$ cat config.mk
export PLATFORM = sky130hd
export DESIGN_NAME = program_loader
export DESIGN_NICKNAME = d
export VERILOG_FILES = /design/src/rtl/program_loader.sv
export SDC_FILE = /design/constraint.sdc
export NUM_CORES = 1
export LEC_CHECK = 0
export BUFFER_PORTS_ARGS = -buffer_cell sky130_fd_sc_hd__buf_2
export CORE_MARGIN = 4
export CORE_UTILIZATION = 30
export DETAILED_ROUTE_END_ITERATION = 6
export PLACE_DENSITY = 0.59
export SYNTH_ARGS = -nofsm -noshare
export SYNTH_HDL_FRONTEND = slang
export SYNTH_SLANG_ARGS = --single-unit
$ cat constraint.sdc
create_clock -name clk -period 2.75 [get_ports clk]
set_input_delay 0.1375 -clock clk [delete_from_list [all_inputs] [get_ports clk]]
set_output_delay 0.1375 -clock clk [all_outputs]
set_load 0.01 [all_outputs]
$ cat src/rtl/program_loader.sv
// program_loader: byte-stream loader that fills instruction memory at boot.
// Stream format: 32-bit little-endian word count N, then N little-endian
// 32-bit words written to word addresses 0..N-1. done releases the core.
// Optional feature macro: PROGRAM_LOADER_CHECKSUM_EN -- adds one trailing
// checksum byte (XOR of all data bytes) verified before done is raised.
// Handshake: rx_valid is a one-cycle strobe per byte with no backpressure;
// every strobe is consumed. imem_write_enable is a one-cycle write strobe and
// imem_address/imem_write_data are valid with it and hold otherwise.
// The FSM state is visible to checkers as the enum register state_q.
module program_loader #(
  parameter int ADDR_WIDTH = 14
) (
  input  logic                  clk,
  input  logic                  rst,
  input  logic                  rx_valid,
  input  logic [7:0]            rx_data,
  output logic                  imem_write_enable,
  output logic [ADDR_WIDTH-1:0] imem_address,
  output logic [31:0]           imem_write_data,
  output logic                  busy,
  output logic                  done,
  output logic                  length_error,
  output logic                  checksum_error
);

  typedef enum logic [2:0] {
    S_LEN,
    S_DATA,
    S_DONE,
    S_ERROR
`ifdef PROGRAM_LOADER_CHECKSUM_EN
    ,
    S_CSUM,
    S_CSUM_ERR
`endif
  } state_e;

  // Largest legal word count; held one bit wider than the count itself.
  localparam logic [32:0]         CAPACITY = 33'd1 << ADDR_WIDTH;
  localparam logic [ADDR_WIDTH:0] WORD_ONE = {{ADDR_WIDTH{1'b0}}, 1'b1};

  state_e                state_q;
  logic [1:0]            byte_cnt_q;
  logic [23:0]           shift_q;       // first three bytes of the current word
  logic [ADDR_WIDTH:0]   word_cnt_q;    // one extra bit so N = capacity does not wrap
  logic [ADDR_WIDTH:0]   word_total_q;
  logic [31:0]           word_d;        // word completed by the byte on rx_data
`ifdef PROGRAM_LOADER_CHECKSUM_EN
  logic [7:0]            csum_q;
`endif

  assign word_d = {rx_data, shift_q};

  // Loader FSM: byte assembly, length decode, memory writes and status flags.
  always_ff @(posedge clk) begin
    if (rst) begin
      state_q           <= S_LEN;
      byte_cnt_q        <= 2'd0;
      shift_q           <= 24'd0;
      word_cnt_q        <= '0;
      word_total_q      <= '0;
      imem_write_enable <= 1'b0;
      imem_address      <= '0;
      imem_write_data   <= 32'd0;
      busy              <= 1'b0;
      done              <= 1'b0;
      length_error      <= 1'b0;
      checksum_error    <= 1'b0;
`ifdef PROGRAM_LOADER_CHECKSUM_EN
      csum_q            <= 8'd0;
`endif
    end else begin
      imem_write_enable <= 1'b0;
      // busy follows the state; terminal transitions below override it.
      busy <= (state_q == S_LEN) || (state_q == S_DATA)
`ifdef PROGRAM_LOADER_CHECKSUM_EN
              || (state_q == S_CSUM)
`endif
              ;
      case (state_q)
        S_LEN: begin
          if (rx_valid) begin
            byte_cnt_q <= byte_cnt_q + 2'd1;
            case (byte_cnt_q)
              2'd0: shift_q[7:0]   <= rx_data;
              2'd1: shift_q[15:8]  <= rx_data;
              2'd2: shift_q[23:16] <= rx_data;
              default: begin
                word_total_q <= word_d[ADDR_WIDTH:0];
                if (word_d == 32'd0) begin
`ifdef PROGRAM_LOADER_CHECKSUM_EN
                  state_q <= S_CSUM;
`else
                  state_q <= S_DONE;
                  done    <= 1'b1;
                  busy    <= 1'b0;
`endif
                end else if ({1'b0, word_d} > CAPACITY) begin
                  state_q      <= S_ERROR;
                  length_error <= 1'b1;
                  busy         <= 1'b0;
                end else begin
                  state_q <= S_DATA;
                end
              end
            endcase
          end
        end
        S_DATA: begin
          if (rx_valid) begin
            byte_cnt_q <= byte_cnt_q + 2'd1;
`ifdef PROGRAM_LOADER_CHECKSUM_EN
            csum_q <= csum_q ^ rx_data;
`endif
            case (byte_cnt_q)
              2'd0: shift_q[7:0]   <= rx_data;
              2'd1: shift_q[15:8]  <= rx_data;
              2'd2: shift_q[23:16] <= rx_data;
              default: begin
                imem_write_enable <= 1'b1;
                imem_address      <= word_cnt_q[ADDR_WIDTH-1:0];
                imem_write_data   <= word_d;
                word_cnt_q        <= word_cnt_q + WORD_ONE;
                if (word_cnt_q == word_total_q - WORD_ONE) begin
`ifdef PROGRAM_LOADER_CHECKSUM_EN
                  state_q <= S_CSUM;
`else
                  // done rises one cycle later, after the final write strobe.
                  state_q <= S_DONE;
                  busy    <= 1'b0;
`endif
                end
              end
            endcase
          end
        end
`ifdef PROGRAM_LOADER_CHECKSUM_EN
        S_CSUM: begin
          if (rx_valid) begin
            busy <= 1'b0;
            if (rx_data == csum_q) begin
              state_q <= S_DONE;
              done    <= 1'b1;
            end else begin
              state_q        <= S_CSUM_ERR;
              checksum_error <= 1'b1;
            end
          end
        end
`endif
        S_DONE: begin
          done <= 1'b1;
        end
        default: begin
          // Terminal error states ignore all bytes until reset.
        end
      endcase
    end
  end

endmodule
# Word-level counts from Yosys, hierarchy flattened
# Cells that the tools add are included.
dict set report classes {
  add_sub_neg 3
  order_cmp 1
  eq_ne 11
  mux 21
  bitwise_logic 4
  reduce_logical 18
}
# op count
set ops {}
lappend ops {{32-bit by 15-bit > comparator with 1-bit output, second input constant} 1}
lappend ops {{32-bit logical NOT} 1}
lappend ops {{15-bit by 1-bit adder with 15-bit output, second input constant} 1}
lappend ops {{15-bit == test} 1}
lappend ops {{3-bit two-way mux} 5}
lappend ops {{3-bit AND reduction} 5}
lappend ops {{15-bit by 1-bit subtractor with 15-bit output, second input constant} 1}
lappend ops {{1-bit two-way mux} 11}
lappend ops {{2-bit inequality test, second input constant} 4}
lappend ops {{3-bit case mux with 2 select lines} 1}
lappend ops {{6-bit AND reduction} 1}
lappend ops {{3-bit OR reduction} 2}
lappend ops {{5-bit AND reduction} 1}
lappend ops {{2-bit two-way mux} 2}
lappend ops {{2-bit by 1-bit inequality test with 1-bit output, second input constant} 2}
lappend ops {{1-bit inverter} 4}
lappend ops {{1-bit case mux with 2 select lines} 2}
lappend ops {{4-bit AND reduction} 1}
lappend ops {{2-bit nonzero test} 2}
lappend ops {{3-bit by 1-bit == test with 1-bit output, second input constant} 1}
lappend ops {{3-bit by 2-bit == test with 1-bit output, second input constant} 1}
lappend ops {{3-bit logical NOT} 1}
lappend ops {{2-bit by 1-bit adder with 2-bit output, second input constant} 1}
lappend ops {{2-bit by 1-bit == test with 1-bit output, second input constant} 1}
lappend ops {{other kinds (5)} 5}
dict set report totals {
  register_bits 109
  input_bits 11
}

# Depth between registers and ports, before layout
# Gate-level depths: netlist (run 1).
dict set report depth {
  depth_word 7
  depth_mapped 8
  depth_no_buf 8
}

# Worst setup path after synthesis (run 1)
# No wires, ideal clock.
dict set report synth_path {
  path_type {flip-flop to flip-flop}
  from {register word_total_q[0]}
  to {register state_q[0]}
  arrival_ns 2.067
  required_time_ns 2.678
  slack_ns 0.612
  stages_incl_launch_ff 9
  path_buffers 0
  period_less_slack_ns 2.138
  cell_sequence {dfxtp_1 -> inv_1 -> ha_1 -> or3b_2 -> o21ai_2 -> a21oi_1 -> o31a_1 -> nor4_4 -> mux2i_1}
}
dict set report synth_via {
  elab_chain_len 4
}
# item line
set synth_rtl {}
lappend synth_rtl {{start: declaration} 46} ;# logic [ADDR_WIDTH:0] word_total_q;
lappend synth_rtl {{start signal: assignment} 89} ;# word_total_q <= word_d[ADDR_WIDTH:0];
lappend synth_rtl {{15-bit by 1-bit subtractor with 15-bit output} 124} ;# if (word_cnt_q == word_total_q - WORD_ONE) begin
lappend synth_rtl {{15-bit == test} 124}
lappend synth_rtl {{2-bit by 1-bit inequality test with 1-bit output (no source line)} --}
lappend synth_rtl {{6-bit AND reduction (no source line)} --}
lappend synth_rtl {{end signal: assignment} 99} ;# state_q <= S_ERROR;
lappend synth_rtl {{end signal: assignment} 103} ;# state_q <= S_DATA;
lappend synth_rtl {{end signal: assignment} 129} ;# state_q <= S_DONE;
lappend synth_rtl {{end: declaration} 42} ;# state_e state_q;
# No other way between the ends.
# A chain may end at the register's enable or synchronous reset.

# Worst setup path in the final report (run 1)
# Ends and elaborated chain as after synthesis.

==> results of run 1 <==
stage by stage:
step,setup slack (ps),util,hold slack [ps]
3_3_place_gp,445,0.339,434
3_5_place_dp,338,0.339,444
5_1_grt,189,0.357,75.3
4_1_cts,327,0.357,59.9
2_1_floorplan,612,-,273
6_report,319,0.357,74.4
flip-flops by register name, summed over array words and instances, names as in the netlist:
name / count
word_cnt_q: 15
imem_write_enable: 1
length_error: 1
byte_cnt_q: 2
done: 1
word_total_q: 15
shift_q: 24
imem_write_data: 32
imem_address: 14
state_q: 2
busy: 1
synthesized netlist by cell type (3+ instances only):
master / n / area share
and3_1: 5 / 0.0068
or3_1: 3 / 0.0041
nor2_1: 31 / 0.025
clkbuf_1: 33 / 0.027
dfxtp_1: 108 / 0.47
buf_1: 3 / 0.0025
xor2_1: 15 / 0.029
nand3_1: 35 / 0.038
ha_1: 6 / 0.016
o21ai_0: 3 / 0.0033
inv_1: 6 / 0.0049
a21oi_1: 95 / 0.10
nand2_1: 161 / 0.13
xnor2_1: 15 / 0.029
nor2b_1: 3 / 0.0041
nor4_1: 9 / 0.012
nand4_1: 8 / 0.011
power by group:
part	switching [W]	total, W	internal [W]
logic	0.000104	0.000153	0.0000486
clock network	0.000580	0.00119	0.000613
registers	0.0000270	0.00161	0.00159
cell type report:
class	instances	area (sq um)
Clock buffer	10	229
Clock inverter	6	38.8
Fill cell	1557	9490
Inverter	6	22.5
Multi-Input combinational cell	423	2230
Sequential cell	108	2160
Tap cell	184	230
Timing Repair Buffer	67	355
metal layers:
metal | track usage | share of wire | vias to the layer above
li1 | - | - | 2017
met4 | 0.0537 | 0.020 | 0
met5 | 0 | 0 | -
met1 | 0.161 | 0.45 | 1833
met3 | 0.0306 | 0.041 | 16
met2 | 0.230 | 0.49 | 70
layout by cell type (no fill, tap or decap), types with 3 or more instances in the layout:
cell       Yosys  layout
xnor2_1       15      15
and3_1         5       5
nor2_1        31      31
clkbuf_16      0       9
inv_1          6       6
nor4_1         9       9
dfxtp_1      108     108
clkinv_2       0       3
ha_1           6       6
buf_4          1       8
nand4_1        8       8
nand3_1       35      34
a21oi_1       95      95
or3_1          3       3
buf_2          1      59
xor2_1        15      15
o21ai_0        3       3
nand2_1      161     161
worst min-delay path by stage:
stage | end | slack [ps] | depth (start not counted)
after global routing | imem_write_data[31] | 80 | 3
after floorplan | imem_write_data[24] | 270 | 2
after CTS | shift_q[23] | 60 | 3
final | imem_write_data[27] | 70 | 3
after global placement | imem_write_data[31] | 430 | 3
after detailed placement | imem_write_data[31] | 440 | 3
kinds of logic (layout without fill, tap and decap cells):
| family | Yosys count | after routing | share of synthesized area |
|---|---|---|---|
| other cells | 1 | 1 | 0.000818 |
| xor+xnor | 30 | 30 | 0.0573 |
| flops | 108 | 108 | 0.472 |
| fa+ha+maj | 6 | 6 | 0.0164 |
| buf+inv | 47 | 89 | 0.0445 |
| mux | 3 | 3 | 0.00682 |
| compound gates | 113 | 113 | 0.137 |
| simple gates | 270 | 270 | 0.265 |
worst max-delay path, stage by stage (launching register included):
cell and delay [ps]:
dfxtp_1 320, inv_1 90, ha_1 240, nor3b_2 410, nand3_1 120, o211a_1 230
o31a_1 300, nor4_4 410, mux2i_1 230
==> results.json, run 1 <==
{
  "outcome": "finished, final reports clean",
  "io_buffers": 60,
  "antenna_found_initial": 0,
  "post_cts_resized": 0,
  "r2r_start": "word_total_q[0]",
  "hold_viol": 0,
  "hpwl_um": 8190,
  "crit_fanout": 6,
  "routedWlPerCell_um": 14.1,
  "crit_path_start": "word_total_q[0]",
  "worstSetupStartpointType": "flip-flop",
  "grt_max_degree": 86,
  "worstPathArrival_ps": 2720,
  "fin_worst_skew_ps": 12.8,
  "min_from": "rx_data[3]",
  "synth-main-ff-cell": "dfxtp_1",
  "placedCellCount": 788,
  "grt_setup_unrepaired": "no",
  "seq_area_frac_synth": 0.472,
  "dpl_cell_area_sq_um": 5000,
  "grt_pass1_vias": 3834,
  "synth_edf_count": 0,
  "finalSetupViolCount": 0,
  "grt_pass1_wl_um": 19100,
  "post-route-period-util": 0.884,
  "report.final.slew_viol_count": 0,
  "vias": 3936,
  "antenna_left": 0,
  "syn_inst": 578,
  "netlist_area_sq_um": 4580,
  "dieArea_sq_um": 17300,
  "initial_core_util": 0.311,
  "irDropWorstVdd_mv": 0.320,
  "cts_hold_buf": 0,
  "r2r.worst_path.cells": 8,
  "critPathKind": "reg2reg",
  "clockRootBuffer": "clkbuf_16",
  "syn_nets": 595,
  "postCtsSetupRepairBufs": 0,
  "track_usage": 0.133,
  "clk_latency_ps": 360,
  "clockBufferDepth": 2,
  "crit_end": "state_q[0]",
  "max_slew_margin": 0.431,
  "cp-end-kind": "flip-flop",
  "cts_sinks": 108,
  "fin_nets": 632,
  "async_flop_share": 0,
  "core_area_sq_um": 14800,
  "htree_levels": 3,
  "gp_congestion": 0.777,
  "fp.dieW_um": 132,
  "rows": 44,
  "grt-ovfl-total": 0,
  "ff2ff_setup_slack_ps": 320,
  "layout-drive-gt1-share": 0.152,
  "drc_errors": 0,
  "crit_required_ps": 3040,
  "final_cells": 804,
  "totalWireLength_um": 11300,
  "power_density_nw_per_um2": 562,
  "drt_pre_antenna_iters": 4,
  "fmax_ghz": 0.411,
  "hold_path.class": "in2reg",
  "finalSetupTns_ps": 0,
  "synth.distinct_cells": 50,
  "r2r_end": "state_q[0]",
  "period_needed_ps": 2430,
  "vias_per_cell": 4.90,
  "ys_seq_elements": 108,
  "synth_area_per_cell_sq_um": 7.93,
  "io-pin-count": 62,
  "cts_tree": "built",
  "leakage_nw": 2.00,
  "cts_buffers": 9,
  "syn_to_final_growth_pct": 14.8,
  "tightestPinTransition_ps": 854,
  "maxCapViolCount": 0,
  "design_area_sq_um": 5260,
  "cts.clk_slew.worst_paths_ps": 70,
  "yosys_warnings": 0,
  "finalPower_w": 0.00296,
  "drt_iter0_markers": 238,
  "die_y_um": 132,
  "insertedDiodeCount": 0
}
(Power assumes the default switching activity.)
==> run 2, diff against run 1 <==
--- a/config.mk
+++ b/config.mk
@@ -7,9 +7,9 @@
 export LEC_CHECK = 0
 export BUFFER_PORTS_ARGS = -buffer_cell sky130_fd_sc_hd__buf_2
 export CORE_MARGIN = 4
-export CORE_UTILIZATION = 30
+export CORE_UTILIZATION = 40
 export DETAILED_ROUTE_END_ITERATION = 6
-export PLACE_DENSITY = 0.59
+export PLACE_DENSITY = 0.71
 export SYNTH_ARGS = -nofsm -noshare
 export SYNTH_HDL_FRONTEND = slang
 export SYNTH_SLANG_ARGS = --single-unit
==> results.json, run 2 (synthesis gave the netlist of run 1 again) <==
{
  "antenna_left": 0,
  "met2_length_um": 5190,
  "finalSetupTns_ps": 0,
  "dieArea_sq_um": 13200,
  "totalWireLength_um": 10600,
  "holdPathStages": 3,
  "core_area_sq_um": 11000,
  "vias_per_cell": 5.27,
  "antenna_found_initial": 0,
  "track_usage": 0.167,
  "htree_levels": 3,
  "crit_path_start": "word_total_q[0]",
  "worstPathArrival_ps": 2640,
  "routedWlPerCell_um": 14.0,
  "grt_max_degree": 111,
  "period_needed_ps": 2360,
  "finalPower_w": 0.00305,
  "die_y_um": 115,
  "vias": 3986,
  "postCtsSetupRepairBufs": 0,
  "drt_iter0_markers": 189,
  "final.fill_count": 1102,
  "cts_tree": "built",
  "io_buffers": 60,
  "critPathKind": "reg2reg",
  "crit_chain": "inv_1 -> ha_1 -> nor3b_2 -> nand3_1 -> o211a_1 -> o31a_1 -> nor4_4 -> mux2i_1",
  "clk_latency_ps": 350,
  "insertedDiodeCount": 0,
  "drc_errors": 0,
  "clockRootBuffer": "clkbuf_16",
  "crit_required_ps": 3030,
  "largest_reg_flops": 32,
  "met1_length_um": 4620,
  "cts_hold_buf": 0,
  "initial_core_util": 0.416,
  "utilization": 0.473,
  "layout-drive-gt1-share": 0.146,
  "hold_viol": 0,
  "finalSetupViolCount": 0,
  "hpwl_um": 7530,
  "wl_met3_um": 532,
  "fp.dieW_um": 115,
  "gp_congestion": 0.893,
  "crit_fanout": 6,
  "hold_slack_ps": 82.7,
  "fin_worst_skew_ps": 7.94,
  "largest-register": "imem_write_data",
  "final_cells": 756,
  "outcome": "finished, final reports clean",
  "drt_pre_antenna_iters": 4,
  "report.final.slew_viol_count": 0,
  "fmax_ghz": 0.423,
  "leakage_nw": 2.00,
  "grt_pass1_vias": 3737,
  "placedCellCount": 741,
  "max_slew_margin": 0.497,
  "hold_path.class": "in2reg",
  "top_layer_used": "met4",
  "cts_buffers": 9,
  "irDropWorstVdd_mv": 0.301,
  "top_regs": "imem_write_data: 32 flops, shift_q: 24 flops",
  "layout_common_cells": "161 x nand2_1, 108 x dfxtp_1, 95 x a21oi_1",
  "tightestPinTransition_ps": 747,
  "fin_nets": 629,
  "r2r_start": "word_total_q[0]",
  "maxCapViolCount": 0,
  "io-pin-count": 62,
  "cts.clk_slew.worst_paths_ps": 70,
  "power_density_nw_per_um2": 583,
  "syn_to_final_growth_pct": 13.9,
  "rows": 38,
  "cp-end-kind": "flip-flop",
  "slowest_stage": "nor4_4",
  "critical_path.max_stage_delay_ps": 380,
  "clockBufferDepth": 2,
  "min_from": "rx_data[7]",
  "worstSetupStartpointType": "flip-flop",
  "grt-ovfl-total": 0,
  "mostFrequentLayoutCell": "nand2_1",
  "grt_pass1_wl_um": 18000,
  "r2r.worst_path.cells": 8,
  "post_cts_resized": 0,
  "post-route-period-util": 0.859,
  "cts_sinks": 108,
  "grt_setup_unrepaired": "no"
}
-- run 2: changes by cell type in the layout (fill, tap and decap cells not counted) --
cell / previous run / this run
buf_12: 0 / 1
buf_2: 59 / 60
buf_4: 8 / 3
bufinv_16: 0 / 1
clkbuf_8: 0 / 1
clkinv_2: 3 / 2
clkinvlp_4: 2 / 0
-- run 2: worst max-delay path: cells and delay by family (launching register included) --
| kind | cells | cell delay [ps] |
|---|---|---|
| fa+ha+maj | 1 | 240 |
| buf+inv | 1 | 90 |
| flops | 1 | 320 |
| simple gates | 3 | 870 |
| mux | 1 | 230 |
| compound gates | 2 | 530 |
-- run 2: stage by stage --
stage / instance area, sq um / setup slack, ps
2_1_floorplan: 4580 / 612
3_3_place_gp: 4930 / 508
3_5_place_dp: 4930 / 388
4_1_cts: 5220 / 363
5_1_grt: 5220 / 201
6_report: 5220 / 388
-- run 2: power by group --
| group | internal (W) | switching (W) |
|---|---|---|
| Combinational | 0.0000493 | 0.000104 |
| Sequential | 0.00159 | 0.0000260 |
| Clock | 0.000726 | 0.000554 |
| Total | 0.00236 | 0.000684 |
-- run 2: area by class of cell --
| type | instances | area, sq um | share of cell area |
|---|---|---|---|
| flip-flops and latches | 108 | 2160 | 0.414 |
| repair buffers | 64 | 343 | 0.0657 |
| clock buffers | 11 | 243 | 0.0465 |
| inverters | 6 | 22.5 | 0.00431 |
| clock inverters | 4 | 48.8 | 0.00935 |
| multi-input cells | 423 | 2230 | 0.426 |
| well taps | 140 | 175 | 0.0336 |
-- run 2: path summary, 6_finish.rpt --
| kind | to | slack (ps) |
|---|---|---|
| max | state_q[0] | 390 |
| min | imem_write_data[31] | 80 |
| max reg2reg | state_q[0] | 390 |
| min reg2reg | imem_write_data[6] | 450 |
-- run 2: per-layer routing --
layer / up-vias / global-route usage
met5: - / 0
met4: 0 / 0.0595
met3: 21 / 0.0437
met2: 90 / 0.277
met1: 1866 / 0.210
li1: 2009 / -
==> run 3, diff against run 2 <==
--- a/config.mk
+++ b/config.mk
@@ -5,6 +5,7 @@
 export SDC_FILE = /design/constraint.sdc
 export NUM_CORES = 1
 export LEC_CHECK = 0
+export ABC_AREA = 1
 export BUFFER_PORTS_ARGS = -buffer_cell sky130_fd_sc_hd__buf_2
 export CORE_MARGIN = 4
 export CORE_UTILIZATION = 40
==> results.json, run 3 <==
{
  "outcome": "finished, final reports clean",
  "fin_nets": 691,
  "placedCellCount": 803,
  "yosys.area_share.simple": 0.213,
  "fp.dieW_um": 115,
  "max_slew_margin": 0.568,
  "drt_iter0_markers": 189,
  "synth-compound-area-share": 0.199,
  "vias": 4164,
  "netlist_area_sq_um": 4610,
  "worstSetupStartpointType": "flip-flop",
  "hpwl_um": 8440,
  "critical_path.max_stage_delay_ps": 510,
  "r2r.worst_path.cells": 8,
  "totalWireLength_um": 11400,
  "synth_edf_count": 0,
  "grt_pass1_wl_um": 18900,
  "finalPower_w": 0.00326,
  "final_cells": 819,
  "yosysTopAreaCell": "dfxtp_1",
  "seq_area_frac_synth": 0.469,
  "crit_required_ps": 3030,
  "synth.distinct_cells": 30,
  "cts_buffers": 9,
  "gp_congestion": 0.874,
  "yosys_warnings": 0,
  "tightestPinTransition_ps": 649,
  "layout_common_cells": "108 x dfxtp_1, 94 x o21ai_0, 87 x a21oi_1",
  "layout-drive-gt1-share": 0.146,
  "cts_sinks": 108,
  "net-switching-power_w": 0.000790,
  "track_usage": 0.178,
  "ys_seq_elements": 108,
  "syn_to_final_growth_pct": 15.3,
  "netlist_top_cells_area": "dfxtp_1 47%, o21ai_0 10%, a21oi_1 9.5%",
  "cts_tree": "built",
  "period_needed_ps": 2010,
  "hold_slack_ps": 117,
  "finalSetupTns_ps": 0,
  "post-route-period-util": 0.730,
  "cts_hold_buf": 0,
  "multiInputGateArea_sq_um": 2070,
  "syn_inst": 628,
  "synth-main-ff-cell": "dfxtp_1",
  "yosysMostFrequentCell": "dfxtp_1",
  "core_area_sq_um": 11000,
  "grt_pass1_vias": 3879,
  "crit_fanout": 78,
  "async_flop_share": 0,
  "irDropWorstVdd_mv": 0.405,
  "holdPathStages": 3,
  "synth_area_per_cell_sq_um": 7.33,
  "syn_nets": 645,
  "internal_power_w": 0.00247,
  "fin_worst_skew_ps": 8.08,
  "top_regs": "imem_write_data: 32 flops, shift_q: 24 flops",
  "final-seq-area_sq_um": 2160,
  "htree_levels": 3,
  "drc_errors": 0,
  "cts.clk_slew.worst_paths_ps": 70,
  "synthTopCellsByCount": "108 x dfxtp_1, 94 x o21ai_0, 87 x a21oi_1",
  "mostFrequentLayoutCell": "dfxtp_1",
  "antenna_left": 0,
  "cp-end-kind": "flip-flop",
  "rows": 38,
  "largest_reg_flops": 32,
  "post_cts_resized": 0,
  "io-pin-count": 62,
  "postCtsSetupRepairBufs": 0,
  "critPathKind": "reg2reg",
  "largest-register": "imem_write_data",
  "swShare": 0.242,
  "combPwrFrac": 0.099,
  "antenna_found_initial": 0,
  "slowest_stage": "buf_4",
  "hold_path.class": "in2reg",
  "hold_viol": 0,
  "leakage_nw": 2.32,
  "synth-xor-area-share": 0.0190,
  "p_clk_frac": 0.401,
  "maxCapViolCount": 0,
  "synth_top_area_share": 0.469,
  "dieArea_sq_um": 13300,
  "drt_pre_antenna_iters": 4,
  "sequentialPowerShare": 0.500,
  "clk_latency_ps": 350,
  "insertedDiodeCount": 0,
  "grt_setup_unrepaired": "no",
  "final.fill_count": 1085,
  "synthMuxAreaShare": 0,
  "fmax_ghz": 0.498,
  "die_y_um": 115,
  "grt_max_degree": 79,
  "synth_fa_ha_area_frac": 0.0163,
  "grt-ovfl-total": 0,
  "vias_per_cell": 5.08,
  "initial_core_util": 0.418,
  "worstPathArrival_ps": 2290,
  "clockBufferDepth": 2,
  "synth_top_family_by_area": "simple AND/OR/NAND/NOR gates",
  "utilization": 0.481,
  "crit_chain": "ha_1 -> nand2_1 -> inv_1 -> nand2_2 -> inv_2 -> buf_4 -> o21ai_0 -> a21oi_1",
  "report.final.slew_viol_count": 0,
  "finalSetupViolCount": 0,
  "clockRootBuffer": "clkbuf_16",
  "io_buffers": 60,
  "power_density_nw_per_um2": 614,
  "routedWlPerCell_um": 13.9
}
==> run 3: final cells by class <==
type                       instances  share of cell area
clock buffer                      13              0.0490
clock inverter                     3             0.00848
inverter                          71              0.0502
multi-input combinational        421               0.389
sequential                       108               0.407
tap                              140              0.0330
timing repair buffer              63              0.0631
==> run 3: cell families (layout without fill, tap and decap cells) <==
family | Yosys count | in the layout
AO/OA/AOI/OAI | 183 | 183
adder cells (fa/ha/maj) | 6 | 6
flip-flops | 108 | 108
other | 1 | 1
AND/OR/NAND/NOR | 221 | 221
XOR/XNOR | 10 | 10
buffers and inverters | 99 | 150
==> run 3: through the flow <==
step / setup slack, ps / instance area [sq um]
2_1_floorplan: 1150 / 4610
3_3_place_gp: 813 / 5000
3_5_place_dp: 742 / 5000
4_1_cts: 729 / 5310
5_1_grt: 442 / 5310
6_report: 742 / 5310
==> run 3: worst max-delay path, delay by kind of cell (launching register included) <==
family	cells	cell delay, ps
DFF	1	360
buffers and inverters	3	730
AOI/OAI and AO/OA	2	320
adders and majority gates	1	180
and+or+nand+nor	2	300
==> run 3: power groups by stage <==
| stage | logic (W) | clock network [W] | registers [W] |
|---|---|---|---|
| 2_1_floorplan | 0.000238 | 0 | 0.00166 |
| 3_3_place_gp | 0.000313 | 0 | 0.00167 |
| 3_5_place_dp | 0.000321 | 0 | 0.00167 |
| 4_1_cts | 0.000323 | 0.00133 | 0.00163 |
| 5_1_grt | 0.000373 | 0.00139 | 0.00163 |
| 6_report | 0.000322 | 0.00131 | 0.00163 |
==> run 3: final timing paths <==
kind | start | end | slack [ps]
setup / recovery | byte_cnt_q[0] | imem_write_data[3] | 740
hold / removal | rx_data[0] | shift_q[8] | 120
setup reg to reg | byte_cnt_q[0] | imem_write_data[3] | 740
hold reg to reg | shift_q[21] | imem_write_data[21] | 480
==> run 3: routing by layer <==
layer | vias to the layer above | wire (um) | global-route usage
met5 | - | 0 | 0
met4 | 0 | 146 | 0.0516
met3 | 10 | 459 | 0.0353
met2 | 86 | 5730 | 0.313
met1 | 1922 | 5030 | 0.219
li1 | 2146 | - | -
